===== src/rtl/cpu_pkg.sv =====
// Shared definitions for the 16-bit core: opcode encodings, forwarding
// select encodings and default datapath widths.
package cpu_pkg;

  localparam int DW_DEF = 16;
  localparam int RW_DEF = 4;

  typedef enum logic [3:0] {
    OP_ADD    = 4'b0000,
    OP_SUB    = 4'b0001,
    OP_XOR    = 4'b0010,
    OP_RED    = 4'b0011,
    OP_SLL    = 4'b0100,
    OP_SRA    = 4'b0101,
    OP_ROR    = 4'b0110,
    OP_PADDSB = 4'b0111,
    OP_LW     = 4'b1000,
    OP_SW     = 4'b1001,
    OP_LLB    = 4'b1010,
    OP_LHB    = 4'b1011,
    OP_B      = 4'b1100,
    OP_BR     = 4'b1101,
    OP_PCS    = 4'b1110,
    OP_HLT    = 4'b1111
  } opcode_e;

  typedef enum logic [1:0] {
    FWD_REG = 2'b00,
    FWD_WB  = 2'b01,
    FWD_MEM = 2'b10
  } fwd_sel_e;

endpackage


===== src/rtl/id_ex_stage_fwd_mux.sv =====
// Single-operand RAW forwarding mux: EX/MEM beats MEM/WB beats the
// registered regfile value; R0 is never forwarded.
module fwd_mux
  import cpu_pkg::*;
#(
  parameter int DW = DW_DEF,
  parameter int RW = RW_DEF
) (
  input  logic [RW-1:0] src_addr,
  input  logic [DW-1:0] reg_data,
  input  logic          exmem_regwrite,
  input  logic [RW-1:0] exmem_rd,
  input  logic [DW-1:0] exmem_result,
  input  logic          memwb_regwrite,
  input  logic [RW-1:0] memwb_rd,
  input  logic [DW-1:0] memwb_result,
  output logic [DW-1:0] val,
  output logic [1:0]    sel
);

  logic hit_mem;
  logic hit_wb;

  assign hit_mem = exmem_regwrite && (exmem_rd != '0) && (exmem_rd == src_addr);
  assign hit_wb  = memwb_regwrite && (memwb_rd != '0) && (memwb_rd == src_addr);

  always_comb begin
    val = reg_data;
    sel = FWD_REG;
    if (hit_mem) begin
      val = exmem_result;
      sel = FWD_MEM;
    end else if (hit_wb) begin
      val = memwb_result;
      sel = FWD_WB;
    end
  end

endmodule


===== src/rtl/id_ex_stage.sv =====
// ID/EX pipeline register with stall/flush control and combinational
// EX/MEM and MEM/WB forwarding on the rs/rt operand outputs.
module id_ex_stage
  import cpu_pkg::*;
#(
  parameter int DW = DW_DEF,
  parameter int RW = RW_DEF
) (
  input  logic          clk,
  input  logic          rst,
  input  logic          stall,
  input  logic          flush,
  input  logic          id_valid,
  input  logic [3:0]    id_opcode,
  input  logic [RW-1:0] id_rs_addr,
  input  logic [RW-1:0] id_rt_addr,
  input  logic [RW-1:0] id_rd_addr,
  input  logic [DW-1:0] id_rs_data,
  input  logic [DW-1:0] id_rt_data,
  input  logic [DW-1:0] id_imm,
  input  logic          id_regwrite,
  input  logic          id_memread,
  input  logic          id_memwrite,
  input  logic          id_hlt,
  input  logic          exmem_regwrite,
  input  logic [RW-1:0] exmem_rd,
  input  logic [DW-1:0] exmem_result,
  input  logic          memwb_regwrite,
  input  logic [RW-1:0] memwb_rd,
  input  logic [DW-1:0] memwb_result,
  output logic          ex_valid,
  output logic          ex_regwrite,
  output logic          ex_memread,
  output logic          ex_memwrite,
  output logic          ex_hlt,
  output logic [3:0]    ex_opcode,
  output logic [RW-1:0] ex_rd_addr,
  output logic [RW-1:0] ex_rs_addr,
  output logic [RW-1:0] ex_rt_addr,
  output logic [DW-1:0] ex_imm,
  output logic [DW-1:0] ex_rs_val,
  output logic [DW-1:0] ex_rt_val,
  output logic          ex_red_sel,
  output logic [1:0]    fwd_rs_sel,
  output logic [1:0]    fwd_rt_sel
);

  logic [DW-1:0] rs_data_p1;
  logic [DW-1:0] rt_data_p1;

  // ---- ID -> EX boundary: flush beats stall beats load ----
  always_ff @(posedge clk or posedge rst) begin
    if (rst) begin
      ex_valid    <= 1'b0;
      ex_regwrite <= 1'b0;
      ex_memread  <= 1'b0;
      ex_memwrite <= 1'b0;
      ex_hlt      <= 1'b0;
      ex_opcode   <= '0;
      ex_rd_addr  <= '0;
      ex_rs_addr  <= '0;
      ex_rt_addr  <= '0;
      ex_imm      <= '0;
      rs_data_p1  <= '0;
      rt_data_p1  <= '0;
    end else if (flush) begin
      ex_valid    <= 1'b0;
      ex_regwrite <= 1'b0;
      ex_memread  <= 1'b0;
      ex_memwrite <= 1'b0;
      ex_hlt      <= 1'b0;
      ex_opcode   <= '0;
      ex_rd_addr  <= '0;
      ex_rs_addr  <= '0;
      ex_rt_addr  <= '0;
      ex_imm      <= '0;
      rs_data_p1  <= '0;
      rt_data_p1  <= '0;
    end else if (!stall) begin
      // Side-effecting control is squashed for an empty decode slot.
      ex_valid    <= id_valid;
      ex_regwrite <= id_valid & id_regwrite;
      ex_memread  <= id_valid & id_memread;
      ex_memwrite <= id_valid & id_memwrite;
      ex_hlt      <= id_valid & id_hlt;
      ex_opcode   <= id_opcode;
      ex_rd_addr  <= id_rd_addr;
      ex_rs_addr  <= id_rs_addr;
      ex_rt_addr  <= id_rt_addr;
      ex_imm      <= id_imm;
      rs_data_p1  <= id_rs_data;
      rt_data_p1  <= id_rt_data;
    end
  end

  assign ex_red_sel = ex_valid & (ex_opcode == OP_RED);

  // ---- EX operand forwarding (combinational, no added latency) ----
  fwd_mux #(.DW(DW), .RW(RW)) u_fwd_rs (
    .src_addr       (ex_rs_addr),
    .reg_data       (rs_data_p1),
    .exmem_regwrite (exmem_regwrite),
    .exmem_rd       (exmem_rd),
    .exmem_result   (exmem_result),
    .memwb_regwrite (memwb_regwrite),
    .memwb_rd       (memwb_rd),
    .memwb_result   (memwb_result),
    .val            (ex_rs_val),
    .sel            (fwd_rs_sel)
  );

  fwd_mux #(.DW(DW), .RW(RW)) u_fwd_rt (
    .src_addr       (ex_rt_addr),
    .reg_data       (rt_data_p1),
    .exmem_regwrite (exmem_regwrite),
    .exmem_rd       (exmem_rd),
    .exmem_result   (exmem_result),
    .memwb_regwrite (memwb_regwrite),
    .memwb_rd       (memwb_rd),
    .memwb_result   (memwb_result),
    .val            (ex_rt_val),
    .sel            (fwd_rt_sel)
  );

endmodule


===== config.mk =====
export PLATFORM = sky130hd
export DESIGN_NAME = id_ex_stage
export DESIGN_NICKNAME = d
export VERILOG_FILES = /design/src/rtl/cpu_pkg.sv /design/src/rtl/id_ex_stage_fwd_mux.sv /design/src/rtl/id_ex_stage.sv
export SDC_FILE = /design/constraint.sdc
export NUM_CORES = 1
export LEC_CHECK = 0
export CAP_MARGIN = 20
export CORE_MARGIN = 10
export CORE_UTILIZATION = 30
export CTS_CLUSTER_DIAMETER = 100
export CTS_CLUSTER_SIZE = 10
export DETAILED_ROUTE_END_ITERATION = 16
export RECOVER_POWER = 25
export SYNTH_ARGS = -nofsm -noshare
export SYNTH_HDL_FRONTEND = slang
export SYNTH_HIERARCHICAL = 1
export SYNTH_SLANG_ARGS = --single-unit
export TNS_END_PERCENT = 20

===== constraint.sdc =====
create_clock -name clk -period 2.6 [get_ports clk]
set_clock_uncertainty 0.15 [all_clocks]
set_input_delay 0.39 -clock clk [delete_from_list [all_inputs] [get_ports clk]]
set_output_delay 0.39 -clock clk [all_outputs]
set_load 0.05 [all_outputs]

Yosys cells after proc, flatten, opt, wreduce, memory -nomap -nowiden --
Index checks and enable logic that the tools add are counted.
Storage, ports and cells: memories 0, bits in latches 0, bits in registers 69, bits in writable memories 0, output and inout port bits 74, bits in read-only memories 0
Operators by class: divide/modulo/power cells 0, bitwise operators 5, equality and inequality tests 6, multiplexer cells 32, $mul 0, add/sub/neg operators 0, reduce and logical (&&, ||, !) cells 8, order comparisons 0, shift operators 0
Operators with widths (count):
- two-way mux 16 bit | 10
- two-way mux 4 bit | 8
- equality test 4 bit | 4
- two-way mux 1 bit | 12
- nonzero test 4 bit | 2
- logical AND 1 bit | 6
- bitwise AND 1 bit | 5
- equality test 4 x 2 -> 1 bit (second input constant) | 1
- two-way mux 2 bit | 2
- != test 2 x 1 -> 1 bit (second input constant) | 1

Depth between registers and ports, before layout --
Gate-level depths: netlist of the first run.
depth after elaboration 5, depth in mapped cells 6, depth with buffers taken out 5

Modules after synthesis --
The synthesis of the first run kept the hierarchy.
By module, submodules not included:
- id_ex_stage | area each 2840.2 µm², sequential area each 1726.7 µm², cells each 223, times used 1
- fwd_mux | area each 616.8 µm², sequential area each 0.0 µm², cells each 95, times used 2

Least setup slack after synthesis of the first run --
OpenSTA, ideal clock, no wires.
kind register -> output, start reg ex_rs_addr[0], end out fwd_rs_sel[0], setup slack -0.450 ns, data required time 2.060 ns, stages on the path, launching flop included 5, path buffers 1, arrival 2.510 ns, cells stage by stage dfrtp_1 -> xnor2_2 -> nand2_1 -> buf_2 -> nor3_1
Between the ends: cells in the longest elaborated chain, start to end 4
Ends and longest elaborated chain:
- start, declared | RTL line id_ex_stage.sv:38 | output logic [RW-1:0] ex_rs_addr,
- start signal, assigned | RTL line id_ex_stage.sv:88 | ex_rs_addr <= id_rs_addr;
- equality test 4 bit | RTL line id_ex_stage_fwd_mux.sv:25 | assign hit_wb = memwb_regwrite && (memwb_rd != '0) && (memwb_rd == src_addr);
- logical AND 1 bit | RTL line id_ex_stage_fwd_mux.sv:25
- two-way mux 1 bit | RTL line id_ex_stage_fwd_mux.sv:33 | end else if (hit_wb) begin
- two-way mux 2 bit * | RTL line id_ex_stage_fwd_mux.sv:30 | if (hit_mem) begin
- end, declared | RTL line id_ex_stage.sv:44 | output logic [1:0] fwd_rs_sel,
Mark *: on every way between the ends. The rest lies on a longest branch, timed or not.

Worst setup path after layout of the first run --
start in memwb_rd[2], end out ex_rt_val[1]
Between the ends: cells in the longest elaborated chain, start to end 5
Ends and longest elaborated chain:
- start, declared | RTL line id_ex_stage.sv:29 | input logic [RW-1:0] memwb_rd,
- nonzero test 4 bit | RTL line id_ex_stage_fwd_mux.sv:25
- logical AND 1 bit | RTL line id_ex_stage_fwd_mux.sv:25
- logical AND 1 bit * | RTL line id_ex_stage_fwd_mux.sv:25
- two-way mux 16 bit * | RTL line id_ex_stage_fwd_mux.sv:33
- two-way mux 16 bit * | RTL line id_ex_stage_fwd_mux.sv:30
- end, declared | RTL line id_ex_stage.sv:42 | output logic [DW-1:0] ex_rt_val,
Marked as above.

==> results.py, run 1 <==
metrics = {
    "status": {
        "outcome": "complete, but fails checks",
        "violations": "max-capacitance violations, max-slew violations, negative setup slack",
    },
    "worst_setup_path": {
        "crit_type": "primary input to primary output",
        "crit_slowest_cell": "clkdlybuf4s50_1",
        "start_kind": "primary input",
        "cp-end-kind": "primary output",
        "path_max_fanout": 16,
        "crit_cells": 7,
        "slowest_delay_ns": 0.46,
        "crit_chain": "clkdlybuf4s50_1 > xnor2_1 > and4_4 > nand4_1 > a31oi_2 > buf_4 > buf_12",
        "crit_family": "buffers and inverters",
        "critPathRequiredTime_ns": 2.06,
        "ff2ff_path_depth": 3,
        "critPathArrivalTime_ns": 2.17,
        "critPathBufInv": 3,
    },
    "placement": {
        "hpwl_um": 12500,
        "portBuffers": 188,
        "place_congestion": 0.898,
        "place_ws_ns": -0.240,
    },
    "global_routing": {
        "gr-total-overflow": 0,
        "grt_usage_pct": 17.1,
        "grt_pass1_wl_um": 25000,
        "grt_pass1_vias": 4419,
        "grt_max_degree": 55,
        "antenna_found_initial": 0,
    },
    "synth": {
        "syn_nets": 528,
        "netlist_area_um2": 4070,
        "synth_compound_area_share_pct": 10.6,
        "synth_cells": 413,
        "synth_simple_gate_area_share_pct": 19.2,
        "synthAdderAreaFrac_pct": 0,
        "muxShareOfSynthArea_pct": 16.0,
        "synthDistinctLibCells": 31,
        "syn_area_per_cell_um2": 9.86,
        "yosys_warnings": 6,
        "ys_seq_elements": 69,
        "ys_seq_area_share_pct": 42.4,
        "synth_xor_area_share_pct": 3.38,
        "synth_top_family_by_area": "simple AND/OR/NAND/NOR gates",
    },
    "power": {
        "leakagePower_nw": 3.01,
        "power.total_w": 0.00366,
        "worst_ir_drop_vdd_mv": 0.346,
        "power.density_nw_per_um2": 506,
    },
    "layout": {
        "layout-drive-gt1-share_pct": 26.4,
        "final_nets": 739,
        "fin_util_pct": 54.4,
        "num_antenna_cells": 0,
        "area_delta_synth_final_pct": 77.6,
        "fillers": 1182,
    },
    "clock_network": {
        "cts_tree": "done",
        "cts.clk_slew.worst_paths_ns": 0.06,
        "h-tree-depth": 3,
        "insertion_delay_ns": 0.32,
        "cts_num_sinks": 69,
        "root_buffer": "clkbuf_16",
        "cts.path.max_buffers": 2,
        "cts_made_buffers": 9,
        "ctsHoldBuffers": 0,
    },
    "worst_hold_path": {
        "min_path_type": "primary input to flip-flop",
        "hold_depth": 2,
    },
    "sta": {
        "setup_violations": 24,
        "fmax_mhz": 369,
        "worst_pin_slew_ns": 1.61,
        "setup_ws_ns": -0.111,
        "rsz0062_at_grt": "true",
        "hold_violations": 0,
        "min_period_ns": 2.71,
        "slew_violations": 35,
        "relSlewSlack_pct": -7.76,
        "finalCritPeriodShare_pct": 104,
    },
    "drt": {
        "ant_nets": 0,
        "firstDrtPassIters": 5,
        "vias": 4122,
        "detail_route.iter0.violations": 213,
        "drc": 0,
        "routed_wl_um": 16300,
        "wl_per_cell_um": 20.3,
        "drt-vias-per-instance": 5.12,
    },
    "job": {
        "maxCapViolCount": 1,
    },
    "floorplanning": {
        "coreArea_um2": 13300,
        "num_io_pins": 189,
        "dieArea_um2": 18600,
        "die_h_um": 137,
        "die_w_um": 137,
        "initial_core_util_pct": 30.6,
        "row_count": 42,
    },
}
## registers in the layout, summed over array words and instances, names as in the netlist
name and count:
ex_memwrite 1, ex_rd_addr 4, rt_data_p1 16, ex_rs_addr 4, ex_hlt 1, ex_valid 1, ex_regwrite 1, rs_data_p1 16
ex_imm 16, ex_opcode 4, ex_memread 1, ex_rt_addr 4
## Yosys cell counts
| cell type | n | area, um^2 |
|---|---|---|
| and2_2 | 2 | 15.0 |
| and4_4 | 2 | 22.5 |
| nor3_1 | 34 | 170 |
| nand4_1 | 34 | 213 |
| buf_4 | 8 | 60.1 |
| buf_6 | 5 | 56.3 |
| buf_12 | 4 | 80.1 |
| o21ai_1 | 30 | 150 |
| buf_8 | 4 | 60.1 |
| or2_1 | 2 | 12.5 |
| o21ai_0 | 2 | 10.0 |
| buf_2 | 8 | 40.0 |
| xnor2_2 | 2 | 32.5 |
| a31oi_1 | 32 | 200 |
| and2b_4 | 1 | 10.0 |
| inv_1 | 1 | 3.75 |
| xnor2_1 | 12 | 105 |
| nand4_2 | 2 | 25.0 |
| dfrtp_1 | 69 | 1730 |
| nor2_2 | 1 | 6.26 |
| or4_4 | 2 | 22.5 |
| clkbuf_1 | 8 | 30.0 |
| nand2_1 | 2 | 7.51 |
| inv_2 | 2 | 7.51 |
| or3_1 | 2 | 12.5 |
| and4_1 | 1 | 8.76 |
| a32o_1 | 4 | 40.0 |
| mux2i_1 | 65 | 651 |
| a21oi_4 | 2 | 32.5 |
| buf_1 | 2 | 7.51 |
| nor2_1 | 68 | 255 |
## cells in the final DEF (no fill, tap or decap), types with 2 or more instances in the layout
cell	synthesis	layout
nor2_2	1	2
xnor2_1	12	12
dfrtp_2	0	4
buf_4	8	42
nor2_1	68	67
a32o_1	4	4
buf_12	4	40
a31oi_4	0	5
nor3_1	34	29
mux2i_1	65	65
clkdlybuf4s50_1	0	145
or4_4	2	2
dfrtp_1	69	65
and4_4	2	2
o21ai_2	0	4
nor3_2	0	4
a21oi_4	2	2
o21ai_1	30	28
clkbuf_1	8	2
a31oi_2	0	24
or2_4	0	2
inv_2	2	2
a31oi_1	32	3
xnor2_2	2	2
nand4_1	34	34
clkinv_2	0	2
clkbuf_16	0	9
buf_6	5	4
dlygate4sd2_1	0	4
and2_2	2	2
nand2_1	2	2
## worst paths after layout
kind	from	end	slack (ns)
min in group asynchronous	rst	ex_imm[5]	0.74
max in group asynchronous	rst	ex_imm[2]	0.61
worst min-delay path	flush	ex_imm[1]	0.27
worst max-delay path	memwb_rd[2]	ex_rt_val[1]	-0.11
worst max register to register	ex_rs_addr[2]	ex_rs_addr[2]	1.55
worst min register to register	ex_memread	ex_memread	0.34
## per-stage QoR
step | instances | TNS (ns) | area [um^2] | hold WS [ns]
floorplan | 413 | -5.37 | 4260 | 0.333
global placement | 780 | -4.75 | 6750 | 0.332
detailed placement | 780 | -5.31 | 6750 | 0.337
CTS | 805 | -0.640 | 7180 | 0.271
global route | 805 | -2.86 | 7240 | 0.277
finish | 805 | -0.770 | 7240 | 0.273
## report_power, final
part | internal [W] | switching, W | leakage (nW)
combinational | 0.000588 | 0.000669 | 1.95
clock | 0.000766 | 0.000460 | 0.143
sequential | 0.00113 | 0.0000415 | 0.911
## timing repair
item | in CTS | in global routing
resized for setup | 19 | 15
hold endpoints to repair | 0 | 0
setup buffers | 9 | 0
endpoints found under the setup margin | 36 | 32
pin swaps | 15 | 4
## metal layers
metal  up-vias  global-route usage, %  share of wire [%]
li1       1940                      -                  -
met1      1977                   19.5                 40
met2       184                   28.4                 47
met3        21                   7.99                 11
met4         0                   4.08                1.5
met5         -                      0                  0
## layout make-up
cell class / count / area (um^2) / area share (%)
tap: 176 / 220 / 3.04
clock buffer: 12 / 246 / 3.41
inverter: 3 / 12.5 / 0.173
timing repair buffer: 239 / 2680 / 37.1
multi-input combinational: 302 / 2290 / 31.7
clock inverter: 4 / 47.5 / 0.657
sequential: 69 / 1730 / 23.9
## kinds of logic (layout without fill, tap and decap cells)
group,Yosys count,in the layout
buffers and inverters,42,258
AND/OR/NAND/NOR,153,153
XOR/XNOR,14,14
multiplexers,65,65
flip-flops,69,69
AO/OA/AOI/OAI,70,70
Note: power is estimated with default switching activity, not from simulation.
==> run 2, diff against run 1 <==
Settings changed: CORE_UTILIZATION 30 to 42, PLACE_DENSITY set to 0.81.
==> results.py, run 2 (synthesis gave the netlist of run 1 again) <==
metrics = {
    "global_routing": {
        "grt_usage_pct": 25.0,
        "grt_pass1_wl_um": 27900,
        "grt.met1_usage_pct": 28.3,
        "grt_pass1_vias": 4824,
        "antenna_found_initial": 0,
        "use_met3_pct": 10.2,
        "grt_busiest_layer": "met2",
        "gr-total-overflow": 0,
        "grt_max_degree": 52,
        "gr-usage-met2_pct": 41.3,
    },
    "worst_setup_path": {
        "cp-end-kind": "primary output",
        "crit_type": "flip-flop to primary output",
        "critPathBufInv": 3,
        "path_max_fanout": 4,
        "slowest_delay_ns": 0.42,
        "start_kind": "flip-flop",
        "critPathRequiredTime_ns": 2.06,
        "crit_family": "buffers and inverters",
        "crit_slowest_cell": "dfrtp_2",
        "critPathArrivalTime_ns": 2.27,
        "crit_chain": "buf_6 > xnor2_4 > nand4_4 > clkbuf_16 > o21ai_1 > a31oi_2 > buf_12",
    },
    "sta": {
        "setup_ws_ns": -0.205,
        "worst_pin_slew_ns": 0.850,
        "setup_violations": 35,
        "finalCritPeriodShare_pct": 108,
        "rsz0062_at_grt": "true",
        "relSlewSlack_pct": 43.3,
        "hold_violations": 0,
        "fmax_mhz": 357,
        "min_period_ns": 2.81,
        "slew_violations": 0,
    },
    "power": {
        "leakagePower_nw": 3.12,
        "worst_ir_drop_vdd_mv": 0.569,
        "p_clk_share_pct": 29.1,
        "seqPwrFrac_pct": 32.6,
        "p_int_w": 0.00235,
        "switching_share_pct": 34.9,
        "comb_power_share_pct": 38.3,
        "p_switching_w": 0.00126,
        "power.density_nw_per_um2": 482,
    },
    "layout": {
        "layout_common_cells": "143 x clkdlybuf4s50_1, 67 x nor2_1, 65 x mux2i_1",
        "fin_util_pct": 80.3,
        "area_delta_synth_final_pct": 83.8,
        "largestRegisters": "ex_imm (16), rs_data_p1 (16), rt_data_p1 (16)",
        "layout-drive-gt1-share_pct": 29.3,
        "num_antenna_cells": 0,
        "final_nets": 744,
        "stdcell_area_um2": 7490,
        "final_common_cell": "clkdlybuf4s50_1",
    },
    "drt": {
        "drt-vias-per-instance": 5.95,
        "wl_per_cell_um": 25.1,
        "vias": 4537,
        "ant_nets": 0,
        "firstDrtPassIters": 5,
        "routed_wl_um": 19100,
        "detail_route.iter0.violations": 462,
        "drc": 0,
    },
    "clock_network": {
        "cts_tree": "done",
        "ctsHoldBuffers": 0,
        "root_buffer": "clkbuf_8",
        "cts_made_buffers": 9,
        "cts.clk_slew.worst_paths_ns": 0.09,
        "cts.path.max_buffers": 2,
        "cts_num_sinks": 69,
        "h-tree-depth": 3,
        "insertion_delay_ns": 0.35,
    },
    "job": {
        "maxCapViolCount": 0,
    },
    "worst_hold_path": {
        "min_path_type": "primary input to flip-flop",
    },
    "floorplanning": {
        "die_h_um": 118,
        "dieArea_um2": 14000,
        "row_count": 35,
        "coreArea_um2": 9330,
        "die_w_um": 118,
        "initial_core_util_pct": 43.7,
        "num_io_pins": 189,
    },
    "placement": {
        "portBuffers": 188,
        "hpwl_um": 12300,
        "place_area_um2": 6690,
        "place_congestion": 0.929,
        "place_ws_ns": -0.224,
    },
    "status": {
        "outcome": "complete, but fails checks",
        "violations": "negative setup slack",
    },
}
## run 2: cell type report
type                            count  area, um^2
Timing Repair Buffer              242        2840
Clock buffer                       10         138
Clock inverter                      6        93.8
Tap cell                          129         161
Fill cell                         535        1840
Inverter                            3        11.3
Sequential cell                    69        1730
Multi-Input combinational cell    304        2510
## run 2: metrics by stage
step	TNS (ns)	std cells	power (W)	hold slack [ns]
2_1_floorplan	-5.37	413	0.00183	0.333
3_3_place_gp	-2.91	728	0.00239	0.327
3_5_place_dp	-4.40	728	0.00242	0.332
4_1_cts	-1.59	754	0.00353	0.248
5_1_grt	-5.92	763	0.00373	0.257
6_report	-3.99	763	0.00361	0.270
## run 2: repair_timing
action                                  4_1_cts  5_1_grt
gates resized for setup                      43       25
pin swaps                                    18       29
endpoints found under the setup margin       35       36
gates cloned                                  3        4
setup buffers                                 7        5
## run 2: worst register-to-register path, stage by stage (launching register included)
cell,delay (ns)
dfrtp_2,0.45
buf_4,0.15
buf_4,0.13
mux2i_1,0.12
nor2_1,0.05
## run 2: per-layer routing
layer / vias to the layer above / share of wire [%]
li1: 1961 / -
met1: 2216 / 36
met2: 294 / 49
met3: 66 / 11
met4: 0 / 4.3
met5: - / 0
## run 2: power groups by stage
stage | clock network [W] | registers (W) | logic [W]
finish | 0.00105 | 0.00118 | 0.00138
global route | 0.00111 | 0.00118 | 0.00144
CTS | 0.00105 | 0.00117 | 0.00131
detailed placement | 0 | 0.00119 | 0.00122
global placement | 0 | 0.00119 | 0.00120
floorplan | 0 | 0.00130 | 0.000529
## run 2: path summary, 6_finish.rpt
kind	slack, ns	endpoint	start	depth (start not counted)
worst max-delay path	-0.21	ex_rs_val[1]	ex_rs_addr[1]	7
worst min-delay path	0.27	ex_imm[0]	flush	2
worst max register to register	1.42	ex_rs_addr[2]	ex_rs_addr[2]	4
worst min register to register	0.36	ex_hlt	ex_hlt	1
max in group asynchronous	0.65	rs_data_p1[11]	rst	3
min in group asynchronous	0.50	rs_data_p1[14]	rst	2
